--- src/rtl/pipe_ctrl.sv ---
// pipe_ctrl: pipeline sequencing controller for the five-stage core.
// Turns per-stage stall requests into a stall vector with a bubble flush.
// Ranks commit-time exception, ERTN and EX-stage branch redirects, and
// drives the fetch redirect PC. After a trap redirect it holds the front
// end flushed for FLUSH_HOLD cycles, and it parks the core while an IDLE
// instruction waits for an interrupt.
// Optional feature: define PIPE_CTRL_PERF_EN to add the performance counters
// perf_stall_cycles_o, perf_flush_cnt_o and perf_idle_cycles_o.
module pipe_ctrl #(
    parameter int FLUSH_HOLD = 1
) (
    input  logic        clk,
    input  logic        rst,
    input  logic        stallreq_if,
    input  logic        stallreq_id,
    input  logic        stallreq_ex,
    input  logic        stallreq_mem,
    input  logic        excp_i,
    input  logic        tlbrefill_i,
    input  logic [31:0] eentry_i,
    input  logic [31:0] tlbrentry_i,
    input  logic        ertn_i,
    input  logic [31:0] era_i,
    input  logic        branch_i,
    input  logic [31:0] branch_target_i,
    input  logic        idle_i,
    input  logic        int_pending_i,
    output logic [5:0]  stall_o,
    output logic [5:0]  flush_o,
    output logic        redirect_o,
    output logic [31:0] redirect_pc_o,
    output logic        idle_o
`ifdef PIPE_CTRL_PERF_EN
    ,
    output logic [31:0] perf_stall_cycles_o,
    output logic [31:0] perf_flush_cnt_o,
    output logic [31:0] perf_idle_cycles_o
`endif
);

    typedef enum logic [1:0] {
        RUN  = 2'd0,
        HOLD = 2'd1,
        IDLE = 2'd2
    } state_t;

    localparam logic [1:0] HOLD_N = 2'(FLUSH_HOLD);

    // Trap flush clears IF/ID..MEM/WB; front-end flush clears IF/ID and ID/EX.
    localparam logic [5:0] FL_TRAP  = 6'b011110;
    localparam logic [5:0] FL_FRONT = 6'b000110;

    state_t      state, state_nxt;
    logic [1:0]  cnt, cnt_nxt;
    logic        idle_q;
    logic [5:0]  stall_c, flush_c, stall_req_v, flush_req_v;
    logic        redir_c;
    logic [31:0] pc_c;
    logic [31:0] trap_pc;

    // Highest requesting stage k: hold bits k..0, bubble into register k+1.
    always_comb begin
        stall_req_v = 6'b000000;
        flush_req_v = 6'b000000;
        if (stallreq_mem) begin
            stall_req_v = 6'b011111;
            flush_req_v = 6'b100000;
        end else if (stallreq_ex) begin
            stall_req_v = 6'b001111;
            flush_req_v = 6'b010000;
        end else if (stallreq_id) begin
            stall_req_v = 6'b000111;
            flush_req_v = 6'b001000;
        end else if (stallreq_if) begin
            stall_req_v = 6'b000011;
            flush_req_v = 6'b000100;
        end
    end

    assign trap_pc = tlbrefill_i ? tlbrentry_i : eentry_i;

    // Next-state, hold counter and combinational pipeline controls.
    always_comb begin
        stall_c   = 6'b000000;
        flush_c   = 6'b000000;
        redir_c   = 1'b0;
        pc_c      = 32'h0;
        state_nxt = state;
        cnt_nxt   = cnt;
        case (state)
            RUN: begin
                if (excp_i || ertn_i) begin
                    redir_c   = 1'b1;
                    pc_c      = excp_i ? trap_pc : era_i;
                    flush_c   = FL_TRAP;
                    state_nxt = (HOLD_N != 2'd0) ? HOLD : RUN;
                    cnt_nxt   = (HOLD_N != 2'd0) ? 2'd1 : 2'd0;
                end else begin
                    // A branch is only taken when EX is not being held.
                    if (branch_i && !stall_req_v[3]) begin
                        redir_c = 1'b1;
                        pc_c    = branch_target_i;
                        flush_c = FL_FRONT;
                    end else begin
                        stall_c = stall_req_v;
                        flush_c = flush_req_v;
                    end
                    if (idle_i) begin
                        state_nxt = IDLE;
                    end
                end
            end
            HOLD: begin
                if (excp_i) begin
                    redir_c = 1'b1;
                    pc_c    = trap_pc;
                    flush_c = FL_TRAP;
                    cnt_nxt = 2'd1;
                end else begin
                    flush_c = FL_FRONT;
                    if (cnt >= HOLD_N) begin
                        state_nxt = RUN;
                        cnt_nxt   = 2'd0;
                    end else begin
                        cnt_nxt = cnt + 2'd1;
                    end
                end
            end
            IDLE: begin
                if (excp_i) begin
                    redir_c   = 1'b1;
                    pc_c      = trap_pc;
                    flush_c   = FL_TRAP;
                    state_nxt = (HOLD_N != 2'd0) ? HOLD : RUN;
                    cnt_nxt   = (HOLD_N != 2'd0) ? 2'd1 : 2'd0;
                end else begin
                    stall_c = 6'b000011;
                    flush_c = 6'b000100;
                    if (int_pending_i) begin
                        state_nxt = RUN;
                    end
                end
            end
            default: begin
                state_nxt = RUN;
                cnt_nxt   = 2'd0;
            end
        endcase
    end

    // Controls are forced low while reset is asserted.
    assign stall_o       = rst ? stall_c : 6'b000000;
    assign flush_o       = rst ? flush_c : 6'b000000;
    assign redirect_o    = rst ? redir_c : 1'b0;
    assign redirect_pc_o = rst ? pc_c : 32'h0;
    assign idle_o        = idle_q;

    // State register, hold counter and registered idle flag.
    always_ff @(posedge clk) begin
        if (!rst) begin
            state  <= RUN;
            cnt    <= 2'd0;
            idle_q <= 1'b0;
        end else begin
            state  <= state_nxt;
            cnt    <= cnt_nxt;
            idle_q <= (state_nxt == IDLE);
        end
    end

`ifdef PIPE_CTRL_PERF_EN
    // Free-running wrap-around performance counters.
    always_ff @(posedge clk) begin
        if (!rst) begin
            perf_stall_cycles_o <= 32'h0;
            perf_flush_cnt_o    <= 32'h0;
            perf_idle_cycles_o  <= 32'h0;
        end else begin
            if (stall_c[0] && state != IDLE) begin
                perf_stall_cycles_o <= perf_stall_cycles_o + 32'h1;
            end
            if (redir_c) begin
                perf_flush_cnt_o <= perf_flush_cnt_o + 32'h1;
            end
            if (state == IDLE) begin
                perf_idle_cycles_o <= perf_idle_cycles_o + 32'h1;
            end
        end
    end
`endif

endmodule

--- config.mk ---
export PLATFORM = sky130hd
export DESIGN_NAME = pipe_ctrl
export DESIGN_NICKNAME = d
export VERILOG_FILES = /design/src/rtl/pipe_ctrl.sv
export SDC_FILE = /design/constraint.sdc
export NUM_CORES = 1
export LEC_CHECK = 0
export CAP_MARGIN = 20
export CORE_MARGIN = 1.5
export CORE_UTILIZATION = 32
export CTS_CLUSTER_SIZE = 14
export DETAILED_ROUTE_END_ITERATION = 10
export PLACE_DENSITY = 0.88
export SETUP_SLACK_MARGIN = 0.4
export SLEW_MARGIN = 20
export SYNTH_ARGS = -nofsm -noshare
export SYNTH_HDL_FRONTEND = slang
export SYNTH_SLANG_ARGS = --single-unit
--- constraint.sdc ---
create_clock -name clk -period 4.2 [get_ports clk]
set_clock_uncertainty 0.1 [all_clocks]
set_input_delay 0.42 -clock clk [delete_from_list [all_inputs] [get_ports clk]]
set_output_delay 0.42 -clock clk [all_outputs]
set_load 0.02 [all_outputs]
# After elaboration in Yosys (flattened, before gate mapping)

Cells that the tools add are included.

Add/sub/neg operators: 1
Order comparisons: 1
Eq/ne operators: 5
Muxes and demuxes: 43
Reductions and logical operators: 6

Operators by type and width:

| kind                                                 | number |
|---|---|
| 2-to-1 mux 32 bit                                    | 6 |
| one-hot mux 32 bit (2 select lines)                  | 1 |
| 2-to-1 mux 6 bit                                     | 7 |
| 2-to-1 mux 2 bit                                     | 12 |
| 2-to-1 mux 5 bit                                     | 4 |
| one-hot mux 6 bit (3 select lines)                   | 1 |
| one-hot mux 2 bit (3 select lines)                   | 2 |
| one-hot mux 6 bit (2 select lines)                   | 1 |
| 2-to-1 mux 4 bit                                     | 2 |
| 2-to-1 mux 3 bit                                     | 2 |
| == test 2 bit (second input constant)                | 2 |
| 2-to-1 mux 1 bit                                     | 4 |
| != test 2 bit (second input constant)                | 2 |
| adder 2 x 1 -> 2 bit (second input constant)         | 1 |
| == test 2 x 1 -> 1 bit (second input constant)       | 1 |
| >= comparator 2 x 1 -> 1 bit (second input constant) | 1 |
| logical NOT 2 bit                                    | 1 |
| one-hot mux 1 bit (2 select lines)                   | 1 |
| AND reduction 2 bit                                  | 1 |
| OR reduction 2 bit                                   | 1 |
| logical AND 1 bit                                    | 1 |
| logical NOT 1 bit                                    | 1 |
| logical OR 1 bit                                     | 1 |

Register bits after elaboration: 5
Input bits: 140
Output and inout bits: 46

# Depth between registers and ports, before layout

Word-level depth: 10
Depth in mapped cells: 8

# Worst setup path before layout

OpenSTA, ideal clock, no wires.

Path type: flip-flop to output port
Start point: register state[0]
End point: output port redirect_pc_o[21]
Data arrival time: 1.925 ns
Data required time: 3.680 ns
Slack: 1.755 ns
Cell stages (with the launch flop): 9
Buffers on the path: 2
Cells stage by stage: dfxtp_1 -> inv_1 -> ha_1 -> buf_2 -> o21a_1 -> a31oi_4 -> and2b_4 -> buf_6 -> o32ai_1

Cells in the longest elaborated chain, start to end: 4

RTL lines:

| item                                                    | RTL line | RTL |
|---|---|---|
| start: declaration                                      | 53       | `state_t state, state_nxt;` |
| start signal: assignment                                | 165      | `state <= state_nxt;` |
| == test 2 bit or == test 2 x 1 -> 1 bit (tied branches) | 90       | `case (state)` |
| OR reduction 2 bit (no line)                            | -        |  |
| one-hot mux 32 bit (2 select lines) *                   | 90       |  |
| 2-to-1 mux 32 bit *                                     | 155      | `assign redirect_pc_o = rst ? pc_c : 32'h0;` |
| end: declaration                                        | 31       | `output logic [31:0] redirect_pc_o,` |

Mark *: on every way between the ends. The rest lies on a longest branch, timed or not.

# Worst setup path in the final report

Start point: input port excp_i
End point: output port redirect_pc_o[3]

Cells in the longest elaborated chain, start to end: 4

RTL lines:

| item                                                  | RTL line | RTL |
|---|---|---|
| start: declaration                                    | 18       | `input logic excp_i,` |
| 2-to-1 mux 32 bit or logical OR 1 bit (tied branches) | 94, 92   |  |
| 2-to-1 mux 32 bit                                     | 92       | `if (excp_i \|\| ertn_i) begin` |
| one-hot mux 32 bit (2 select lines) *                 | 90       |  |
| 2-to-1 mux 32 bit *                                   | 155      |  |

Marks and branches as above.

==> results by group <==
Placed design
  – Post-DP HPWL: 6450 um
  – Port buffer count: 183
  – Final RePlAce weighted congestion: 0.899

Global routing
  – Initial antenna violation count: 0
  – First-pass GRT wire length: 12700 um
  – Total gr overflow: 0
  – Vias in the first global route: around 2500
  – Largest net degree at the start of global routing: 33
  – All-layer global routing usage: 26.0%

Final layout
  – Most common cell after layout, fill and taps aside: clkdlybuf4s50_1
  – Most frequent cells in the layout: clkdlybuf4s50_1, nand2_1, mux2i_1
  – Antenna cells: 0
  – Area Growth Syn to Fin: 104%
  – Share of post-route cells with drive strength above 1: 12.2%
  – Fin nets: 541

Critical path
  – Reg2Reg Capture Point: cnt[1]$_SDFFE_PN0P_
  – Slowest cell on the critical path: clkdlybuf4s50_1
  – Top Family by Delay on Critical Path: buffers and inverters
  – Crit-path max FO: 32
  – WP data arrival: 3.15 ns
  – CP Class: in -> out
  – Critical Path Source Type: input port
  – Max incr delay on CP: around 0.67 ns
  – Crit path top cell by count: clkdlybuf4s50_1
  – Reg2reg setup slack: 2.28 ns
  – CP cell instances: clkdlybuf4s50_1, o21a_1, a31oi_4, and2b_4, o32ai_1, clkdlybuf4s50_1
  – Worst setup EP type: output port
  – Reg2reg start: state[1]$_SDFF_PN0_
  – WP buf/inv: 2
  – Req. time, crit path: 3.68 ns
  – Reg2Reg Depth: 6

Floorplanning
  – Core Region: 5440 um^2
  – Initial Util: 32.9%
  – Number of cell rows: 27
  – Die area: 6040 um^2
  – Die Height: approximately 80 um
  – I/O pin total: ~190
  – DIE WIDTH: 77.7 um

STA
  – Setup TNS: 0 ns
  – Fmax: 273 MHz
  – Fin. max-slew vios: 0
  – RSZ-0062 raised after global routing: yes
  – Final worst path period need: 3.67 ns
  – Final hold violations: 0
  – Slew at the pin closest to its max-slew limit: between 0.9 and 1 ns
  – Relative slew margins: between 30% and 40%
  – Final number of setup-violating endpoints: 0
  – Final worst-path cycle share: 87.3%

Clock network
  – CTS tree: yes
  – H-Tree Depth: 1
  – Post-CTS Setup Bufs: 0
  – Root Driver: clkbuf_8
  – Clk buf depth: 2
  – Number of buffers created by CTS: 3
  – Clock sinks: 5
  – Clock transition at path regs: 0.03 ns
  – Cts hold-fix bufs: 0
  – CTS resizes: 0
  – Clk Latency, worst-skew pair: 0.23 ns

Logic synthesis
  – Post-synth top flop: dfxtp_1
  – Ys Warns: 0
  – #FFs+latches synth: 5
  – Mapped Avg Cell Area: 7.84 um^2
  – EDFF count, synth: 0
  – Seq/Total Area, Yosys: 5.60%
  – Mapped Area: about 1800 um^2
  – Distinct cells, synth: 34
  – Top cells by area, synth: mux2_2, mux2i_1, o32ai_1, nand2_1, dfxtp_1
  – Largest area contributor in the netlist: mux2_2
  – Async set-reset flop share out of synthesis: 0%
  – Post-synth top area share: around 20%
  – Cells after synthesis: 228

Min path
  – Min-Delay Path Depth: 2
  – Hold Path End: cnt[0]$_SDFFE_PN0P_
  – Worst Hold Class: reg -> reg
  – Hold Crit Start: cnt[0]$_SDFFE_PN0P_

Power
  – Tot Pwr: approximately 0.59 mW
  – Pwr dens: 163 nW/um^2
  – Static leakage: about 1.4 nW
  – VDD IR-drop max: 193 uV

Detailed routing
  – # DRC: 0
  – DRT Pass-1 Iters: 4
  – WL/cell: 17.9 um
  – DRT iter0 DRCs: 125
  – Vias: 2473
  – Post-route ant nets: 0
  – Drt via density: 5.31
  – Final wirelength: 8330 um

Status
  – Outcome: finished, final reports clean

Job
  – Maxcap violations: 0
registers in the layout (all words and copies together) (netlist names):
name / cells
idle_o: 1
state: 2
cnt: 2
synthesized netlist by cell type (all sizes together), types with 2 or more instances:
| library cell | n |
|---|---|
| clkbuf | 8 |
| nand2b | 3 |
| inv | 5 |
| o32ai | 31 |
| dfxtp | 5 |
| nand2 | 36 |
| mux2i | 34 |
| o21ai | 9 |
| nor2b | 6 |
| mux2 | 31 |
| nor2 | 10 |
| buf | 18 |
| ha | 6 |
| o21a | 2 |
| a21oi | 11 |
routing by layer:
layer / track usage, % / wire length (um) / vias to the layer above
met5: 0 / 0 / -
met4: 5.82 / 130 / 0
met3: 3.53 / 455 / 11
met2: 49.8 / 4390 / 116
met1: 30.1 / 3360 / 1164
li1: - / - / 1182
final cells by class:
type,count,area (um^2)
multi-input combinational,193,1530
sequential,5,100
tap,72,90.1
clock buffer,4,45.0
inverter,5,18.8
timing repair buffer,187,1850
fill,466,1800
worst register-to-register path: cells and delay by family (launching register included):
family / cells / cell delay (ns)
adder cells (fa/ha/maj): 1 / 0.32
flip-flops: 1 / 0.40
buffers and inverters: 1 / 0.09
AND/OR/NAND/NOR: 2 / 0.51
AO/OA/AOI/OAI: 2 / 0.44
logic make-up after synthesis:
family                   count (synthesis)  share of synthesized area, %
adder cells (fa/ha/maj)                  6                          4.20
buffers and inverters                   31                          9.10
flip-flops                               5                          5.60
other                                    1                         0.210
AND/OR/NAND/NOR                         62                          15.9
multiplexers                            65                          38.6
AO/OA/AOI/OAI                           58                          26.4
report_power, final:
part,total [mW],internal [mW],switching (mW)
clock,0.0905,0.0653,0.0252
combinational,0.450,0.252,0.198
sequential,0.0532,0.0510,0.00218
through the flow:
step | instance area, um^2 | utilization [%] | hold slack [ns] | std cells | worst slack (ns)
2_1_floorplan | 1790 | - | 0.383 | 229 | 1.76
3_3_place_gp | 3590 | 66.0 | 0.403 | 462 | 0.616
3_5_place_dp | 3590 | 66.0 | 0.427 | 462 | 0.573
4_1_cts | 3640 | 66.9 | 0.433 | 466 | 0.542
5_1_grt | 3640 | 66.9 | 0.462 | 466 | 0.369
6_report | 3640 | 66.9 | 0.428 | 466 | 0.535
worst max path at each step:
| stage | from | end | slack, ns | cells past startpoint |
|---|---|---|---|---|
| after floorplan | state[0]$_SDFF_PN0_ | redirect_pc_o[21] | 1.76 | 8 |
| after global placement | excp_i | redirect_pc_o[17] | 0.62 | 6 |
| after detailed placement | excp_i | redirect_pc_o[3] | 0.57 | 6 |
| after CTS | excp_i | redirect_pc_o[3] | 0.54 | 6 |
| after global routing | excp_i | redirect_pc_o[3] | 0.37 | 6 |
| final | excp_i | redirect_pc_o[3] | 0.53 | 6 |
Note: power is estimated with default switching activity, not from simulation.
